===== src/rtl/mips_ctrl_pkg.sv =====
// Shared constants for the MIPS run controller: state encoding and default issue rate.
package mips_ctrl_pkg;

  localparam logic [1:0] ST_HALT = 2'b00;
  localparam logic [1:0] ST_RUN  = 2'b01;
  localparam logic [1:0] ST_BRK  = 2'b10;

  // 2 instructions per second from the 50 MHz board clock
  localparam int unsigned DEFAULT_RATE_DIV = 25_000_000;

  typedef enum logic [1:0] {
    S_HALT = ST_HALT,
    S_RUN  = ST_RUN,
    S_BRK  = ST_BRK
  } run_state_e;

  function automatic int unsigned div_width(input int unsigned rate);
    return (rate > 32'd1) ? 32'($clog2(rate)) : 32'd1;
  endfunction

endpackage


===== src/rtl/mips_tick_gen.sv =====
// Free-running rate divider with synchronous clear; strobes tc_c on the last count of each period.
module mips_tick_gen
  import mips_ctrl_pkg::*;
#(
  parameter int unsigned RATE_DIV = DEFAULT_RATE_DIV
) (
  input  logic clk,
  input  logic rst_n,
  input  logic clr,
  input  logic en,
  output logic tc_c
);

  localparam int unsigned DIV_W = div_width(RATE_DIV);
  localparam logic [DIV_W-1:0] LAST = DIV_W'(RATE_DIV - 1);

  logic [DIV_W-1:0] cnt;

  assign tc_c = en && (cnt == LAST);

  always_ff @(posedge clk) begin
    if (!rst_n) begin
      cnt <= '0;
    end else if (clr) begin
      cnt <= '0;
    end else if (en) begin
      cnt <= (cnt == LAST) ? '0 : cnt + DIV_W'(1);
    end
  end

endmodule


===== src/rtl/mips_run_ctrl.sv =====
// Execution sequencer for the single-clock MIPS core: single-step, free-run and PC breakpoint,
// issuing one registered CPU_CE pulse per committed instruction.
module mips_run_ctrl
  import mips_ctrl_pkg::*;
#(
  parameter int unsigned RATE_DIV = DEFAULT_RATE_DIV,
  parameter int unsigned CNT_W    = 16
) (
  input  logic             CLK,
  input  logic             nRST,
  input  logic             STEP,
  input  logic             RUN,
  input  logic             BRK_EN,
  input  logic [31:0]      BRK_PC,
  input  logic [31:0]      PC,
  output logic             CPU_CE,
  output logic             RUNNING,
  output logic             BRK_HIT,
  output logic [1:0]       STATE,
  output logic [CNT_W-1:0] STEP_CNT
);

  run_state_e state_q, state_d;
  logic       skip_q, skip_d;
  logic       ce_d;
  logic       div_en, div_clr;
  logic       tick;
  logic       brk_match;

  // The RUN pulse cycle is count 0 of the first period; the divider idles at 0 outside RUN.
  assign div_en  = RUN ? (state_q != S_RUN) : (state_q == S_RUN);
  assign div_clr = !div_en;

  mips_tick_gen #(
    .RATE_DIV (RATE_DIV)
  ) u_tick_gen (
    .clk   (CLK),
    .rst_n (nRST),
    .clr   (div_clr),
    .en    (div_en),
    .tc_c  (tick)
  );

  // skip lets the first decision after a resume step off the breakpoint address
  assign brk_match = BRK_EN && (PC == BRK_PC) && !skip_q;

  always_comb begin
    state_d = state_q;
    skip_d  = skip_q;
    ce_d    = 1'b0;
    unique case (state_q)
      S_HALT: begin
        if (RUN) begin
          state_d = S_RUN;
          skip_d  = 1'b0;
        end else if (STEP) begin
          ce_d = 1'b1;
        end
      end
      S_RUN: begin
        if (RUN) begin
          state_d = S_HALT;
        end else if (tick) begin
          if (brk_match) begin
            state_d = S_BRK;
          end else begin
            ce_d   = 1'b1;
            skip_d = 1'b0;
          end
        end
      end
      S_BRK: begin
        if (RUN) begin
          state_d = S_RUN;
          skip_d  = 1'b1;
        end else if (STEP) begin
          ce_d    = 1'b1;
          state_d = S_HALT;
        end
      end
      default: state_d = S_HALT;
    endcase
  end

  always_ff @(posedge CLK) begin
    if (!nRST) begin
      state_q  <= S_HALT;
      skip_q   <= 1'b0;
      CPU_CE   <= 1'b0;
      RUNNING  <= 1'b0;
      BRK_HIT  <= 1'b0;
      STEP_CNT <= '0;
    end else begin
      state_q <= state_d;
      skip_q  <= skip_d;
      CPU_CE  <= ce_d;
      RUNNING <= (state_d == S_RUN);
      BRK_HIT <= (state_d == S_BRK);
      if (ce_d) begin
        STEP_CNT <= STEP_CNT + CNT_W'(1);
      end
    end
  end

  assign STATE = state_q;

endmodule


===== config.mk =====
export PLATFORM = sky130hd
export DESIGN_NAME = mips_run_ctrl
export DESIGN_NICKNAME = d
export VERILOG_FILES = /design/src/rtl/mips_ctrl_pkg.sv /design/src/rtl/mips_tick_gen.sv /design/src/rtl/mips_run_ctrl.sv
export SDC_FILE = /design/constraint.sdc
export NUM_CORES = 1
export LEC_CHECK = 0
export BUFFER_PORTS_ARGS = -buffer_cell sky130_fd_sc_hd__buf_2
export CAP_MARGIN = 0
export CORE_MARGIN = 1
export CORE_UTILIZATION = 35
export CTS_CLUSTER_SIZE = 14
export DETAILED_ROUTE_END_ITERATION = 6
export MAX_ROUTING_LAYER = met4
export PLACE_DENSITY = 0.7
export SETUP_SLACK_MARGIN = 0.15
export SLEW_MARGIN = 20
export SYNTH_ARGS = -nofsm -noshare
export SYNTH_HDL_FRONTEND = slang
export SYNTH_SLANG_ARGS = --single-unit

===== constraint.sdc =====
create_clock -name CLK -period 2.1 [get_ports CLK]
set_input_delay 0.525 -clock CLK [delete_from_list [all_inputs] [get_ports CLK]]
set_output_delay 0.525 -clock CLK [all_outputs]
set_load 0.05 [all_outputs]

; After elaboration in Yosys (flattened, before gate mapping)
; Index checks and enable logic that the tools add are counted.
[totals]
regBits = 47
inputBits = 69
output_inout_bits = 21
wordCells = 52
[op_classes]
n_addsub = 2
eq_ne = 12
muxes = 20
bitwise = 2
n_reduce_logical = 9
[op_table]
columns = cell, count
row1 = $eq 32x32->1, 1
row2 = $add 25x1->25 const B, 1
row3 = $eq 25x25->1 const B, 1
row4 = $add 16x1->16 const B, 1
row5 = $mux 2, 6
row6 = $mux 1, 11
row7 = $ne 2x2->1 const B, 5
row8 = $pmux 2 s3, 1
row9 = $reduce_and 6->1, 1
row10 = $eq 2x1->1 const B, 2
row11 = $eq 2x2->1 const B, 2
row12 = $logic_and 1x1->1, 3
row13 = $pmux 1 s3, 1
row14 = $reduce_bool 3->1, 1
row15 = $reduce_or 3->1, 1
row16 = $logic_not 2->1, 1
row17 = $ne 2x1->1 const B, 1
row18 = $not 1->1, 2
row19 = $pmux 1 s2, 1
row20 = $reduce_or 2->1, 1
row21 = $logic_not 1->1, 1

; Depth between registers and ports, before layout
[depth]
word_depth = 8
mapped_depth = 8
mapped_depth_nobuf = 7

; Hierarchy
; Synthesis repeated with hierarchy kept, for this count alone.
[unflattened]
cells_unflattened = 330
hier_area_um2 = 2761.4
[modules_own_cells]
columns = mod, instances, cells_each, area_each_um2, seq_area_each_um2
row1 = mips_run_ctrl, 1, 191, 1549.0, 440.4
row2 = mips_tick_gen, 1, 139, 1212.4, 500.5

; Worst setup path after synthesis
; Ideal clock, no wire load.
[synth_timing]
path_kind = reg-to-reg
start = register state_q[1] (netlist: STATE[1])
end = register STEP_CNT[14]
setup_ns = 0.072
arrival_ns = 2.444
t_required_ns = 2.028
path_slack_ns = -0.416
path_stages_with_launch = 9
path_buffers = 1
period_less_slack_ns = 2.516
path_cell_list = dfxtp_1 nor2b_1 ha_1 nand2_1 o41ai_4 o311ai_2 buf_6 nor4_1 mux2i_1
[synth_between]
elab_chain_len = 6
elab_cells_between_ends = 10
classes_between = eq/ne: 3 / mux: 4 / reduce/logical: 3
[synth_rtl]
columns = item, line
row1 = from (decl), mips_run_ctrl.sv:23  ; run_state_e state_q, state_d;
row2 = from (signal assigned), mips_run_ctrl.sv:94  ; state_q <= state_d;
row3 = $eq 2x1->1 / $ne 2x1->1 (equally long branches), "mips_run_ctrl.sv:31, mips_run_ctrl.sv:51"
row4 = $mux 1, mips_run_ctrl.sv:31  ; assign div_en = RUN ? (state_q != S_RUN) : (state_q == S_RUN);
row5 = $logic_and 1x1->1, mips_tick_gen.sv:19  ; assign tc_c = en && (cnt == LAST);
row6 = $mux 1, mips_run_ctrl.sv:63  ; end else if (tick) begin
row7 = $mux 1, mips_run_ctrl.sv:61  ; if (RUN) begin
row8 = $pmux 1 s2 (*), mips_run_ctrl.sv:51  ; unique case (state_q)
row9 = to (signal assigned), mips_run_ctrl.sv:100  ; STEP_CNT <= STEP_CNT + CNT_W'(1);
row10 = to (decl), mips_run_ctrl.sv:20  ; output logic [CNT_W-1:0] STEP_CNT
; Every way passes the cells marked *; elsewhere a longest branch is shown, timed or not.
; A chain may end at the register's enable or synchronous reset.

; Worst setup path after layout
[layout_timing]
start = register u_tick_gen.cnt[7]
end = register STEP_CNT[4]
[layout_between]
elab_chain_len = 5
[layout_rtl]
columns = item, line
row1 = from (decl), mips_tick_gen.sv:17  ; logic [DIV_W-1:0] cnt;
row2 = from (signal assigned), mips_tick_gen.sv:27  ; cnt <= (cnt == LAST) ? '0 : cnt + DIV_W'(1);
row3 = $eq 25x25->1, mips_tick_gen.sv:19
row4 = $logic_and 1x1->1, mips_tick_gen.sv:19
row5 = $mux 1, mips_run_ctrl.sv:63
row6 = $mux 1, mips_run_ctrl.sv:61
row7 = $pmux 1 s2, mips_run_ctrl.sv:51
; No other way between the ends.

==> impl_metrics.yaml <==
die:
  core_sq_um: 6869
  ios: 90
  die_area_sq_um: 7528
  dieWidth_microns: 86.77
  start_util: 0.3661
  rows: 30
  die_h_microns: 86.77
critical_path:
  r2r_slack_ns: -0.09
  crit_arrival_ns: 2.42
  cp-start-kind: "register"
  worst_ep_required_time_ns: 2.33
  critPathKind: "register to register"
  reg2regPathDepth: 8
  endpoint_kind: "register"
  crit_path_end: "STEP_CNT[4]$_SDFFE_PN0P_"
  r2r_start: "u_tick_gen.cnt[7]$_SDFF_PP0_"
  r2r_end: "STEP_CNT[4]$_SDFFE_PN0P_"
  worstPathMaxFanout: 11
  crit_start: "u_tick_gen.cnt[7]$_SDFF_PP0_"
sta:
  maxSlewViolCount: 0
  tightest_slew_ns: 0.5307
  rsz0062_at_grt: "yes"
  fmax_mhz: 456.2
  whs_ns: 0.4680
  skew_ns: 0.008022
  fin_crit_ns: 2.192
  slew_headroom: 0.6458
  period_share: 1.044
  finalWorstSetupSlack_ns: -0.09192
  final-hold-violation-count: 0
  finalSetupViolations: 14
synth:
  netlist-cell-type-count: 36
  synth_area_per_cell_sq_um: 8.583
  yosysWarnings: 0
  yosys-top-cells-count: "47 x dfxtp_1, 44 x xor2_1, 31 x nor2_1"
  syn-num-nets: 365
  yosys.area.top_type: "dfxtp_1"
  syn_inst: 293
  netlist_area_sq_um: 2515
  synthFlopType: "dfxtp_1"
  synth_edf_count: 0
  yosysMostFrequentCell: "dfxtp_1"
  synth_top_area_frac: 0.3741
  synth_async_sr_flop_share: 0
  synth_seq_cells: 47
  yosysSeqAreaShare: 0.3741
  ys_top_cells_by_area: "dfxtp_1 37%, xor2_1 15%, nor2_1 4.6%"
place:
  place_hpwl_microns: 4770
  dpl_worst_slack_ns: -0.2872
  port_buffers: 89
  place_congestion: 0.7619
grt:
  grt_pass1_wl_microns: 10580
  gr-usage-all-layers: 0.1841
  grt_overflow: 0
  antenna_found_initial: 0
  grt_pass1_vias: 2410
  grt_start_max_net_pins: 26
power:
  p_clk_frac: 0.303
  p_sw_w: 0.0004528
  finalPower_w: 0.001732
  peakVddDrop_v: 0.0002476
  p_int_w: 0.001279
  p_leak_nw: 1.716
  p_per_area_nw_per_um2: 442.9
  power.share.switching: 0.2615
  comb_power_share: 0.174
  pwr-share-seq: 0.523
cells_and_area:
  n_antenna_cell: 0
  drive_above_1_share: 0.4539
  nets: 506
  multi_input_area_sq_um: 1794
  fillers: 580
  final_core_util: 0.5692
  area_growth_pct: 55.47
  final-seq-area_sq_um: 957.2
detailed_routing:
  wirelength_microns: 6636
  drt-initial-drc-count: 140
  viasPerCell: 4.960
  post-route-drc-count: 0
  drt.antenna.violating_nets: 0
  drtPass1Iterations: 4
  avgRoutedWirePerCell_microns: 12.52
  vias: 2629
clocking:
  clk_path_buf_depth: 2
  hold_buffers: 0
  cts_sinks: 47
  cts_max_level: 2
  clock_latency_ns: 0.30
  cts_root_buf: "clkbuf_8"
  cts_tree: "yes"
  path_clk_slew_ns: 0.09
  cts_buffers: 5
outcome:
  status: "finished, violations left"
  violations: "setup timing"
flow_run:
  drv_cap: 0
min_path:
  hold_path_depth: 2
  hp-class: "register to register"
==> cell usage in the layout (no fill, tap or decap), types with 5 or more instances in the layout <==
cell type / count
nand4_1: 8
nand3_1: 12
xor2_1: 42
a21oi_1: 10
dfxtp_2: 7
and3_1: 7
nand2_1: 23
clkbuf_8: 5
dfxtp_1: 38
nand2b_1: 8
nor2_1: 31
nand2_2: 6
buf_6: 5
or3_1: 6
xnor2_1: 11
nor4_2: 5
buf_4: 45
buf_2: 85
nor3_1: 5
inv_1: 7
mux2i_1: 6
==> per-stage QoR <==
stage	instance area (sq um)	instances	setup TNS, ns
floorplan	2640	293	-0.03155
global placement	3483	511	-4.331
detailed placement	3483	511	-4.474
CTS	3725	526	-0.4925
global route	3910	530	-2.107
finish	3910	530	-0.5295
==> worst min path at each step <==
| stage | startpoint | end | slack, ns |
|---|---|---|---|
| finish | STEP_CNT[15]$_SDFFE_PN0P_ | STEP_CNT[15]$_SDFFE_PN0P_ | 0.47 |
| global route | STEP_CNT[15]$_SDFFE_PN0P_ | STEP_CNT[15]$_SDFFE_PN0P_ | 0.50 |
| CTS | STEP_CNT[15]$_SDFFE_PN0P_ | STEP_CNT[15]$_SDFFE_PN0P_ | 0.47 |
| detailed placement | STEP_CNT[15]$_SDFFE_PN0P_ | STEP_CNT[15]$_SDFFE_PN0P_ | 0.46 |
| global placement | STEP_CNT[15]$_SDFFE_PN0P_ | STEP_CNT[15]$_SDFFE_PN0P_ | 0.45 |
| floorplan | u_tick_gen.cnt[0]$_SDFF_PP0_ | u_tick_gen.cnt[0]$_SDFF_PP0_ | 0.43 |
==> worst max-delay path: stages (launching register included) <==
cell and delay (ns):
dfxtp_2 0.34, nor4b_4 0.31, nand2_2 0.12, o41ai_4 0.41, o311ai_4 0.20, buf_12 0.18
buf_4 0.13, or3_1 0.31, a21oi_1 0.12
==> power by group through the flow <==
stage	Clock (W)	Sequential, W	Combinational [W]
floorplan	0	0.000946	0.000110
detailed placement	0	0.000924	0.000259
finish	0.000524	0.000906	0.000301
global route	0.000573	0.000908	0.000327
CTS	0.000537	0.000906	0.000286
global placement	0	0.000924	0.000253
==> kinds of logic (layout without fill, tap and decap cells) <==
| group | Yosys count | count (layout) | share of synthesized area |
|---|---|---|---|
| and+or+nand+nor | 140 | 140 | 0.2945 |
| xor gates and xnor gates | 55 | 55 | 0.1915 |
| DFF | 47 | 47 | 0.3741 |
| AOI/OAI and AO/OA | 29 | 29 | 0.07861 |
| buffers and inverters | 13 | 154 | 0.02239 |
| muxes | 6 | 6 | 0.02388 |
| adders and majority gates | 3 | 3 | 0.01493 |
==> routing by layer <==
| metal | wire length [microns] | global-route usage |
|---|---|---|
| met4 | 129 | 0.06515 |
| met3 | 344 | 0.02952 |
| met2 | 3549 | 0.3268 |
| met1 | 2612 | 0.2091 |
| met5 | 0 | - |
==> final cells by class <==
cell class,instances,share of cell area
clock inverter,1,0.001920
multi-input combinational,233,0.4589
tap,96,0.03072
sequential,47,0.2448
clock buffer,6,0.01856
inverter,7,0.006720
timing repair buffer,140,0.2384
==> sequential cells by signal, indices dropped and copies added (netlist names) <==
| signal | cells |
|---|---|
| STATE | 2 |
| STEP_CNT | 16 |
| RUNNING | 1 |
| CPU_CE | 1 |
| BRK_HIT | 1 |
| u_tick_gen.cnt | 25 |
| skip_q | 1 |
==> timing repair <==
action                                  4_1_cts  5_1_grt
buffers inserted                              7        3
pin swaps                                    12       10
resized for setup                            14       28
endpoints found under the setup margin       23       47
cloned                                        1        1
No activity file was read; power rests on OpenSTA's default activity.
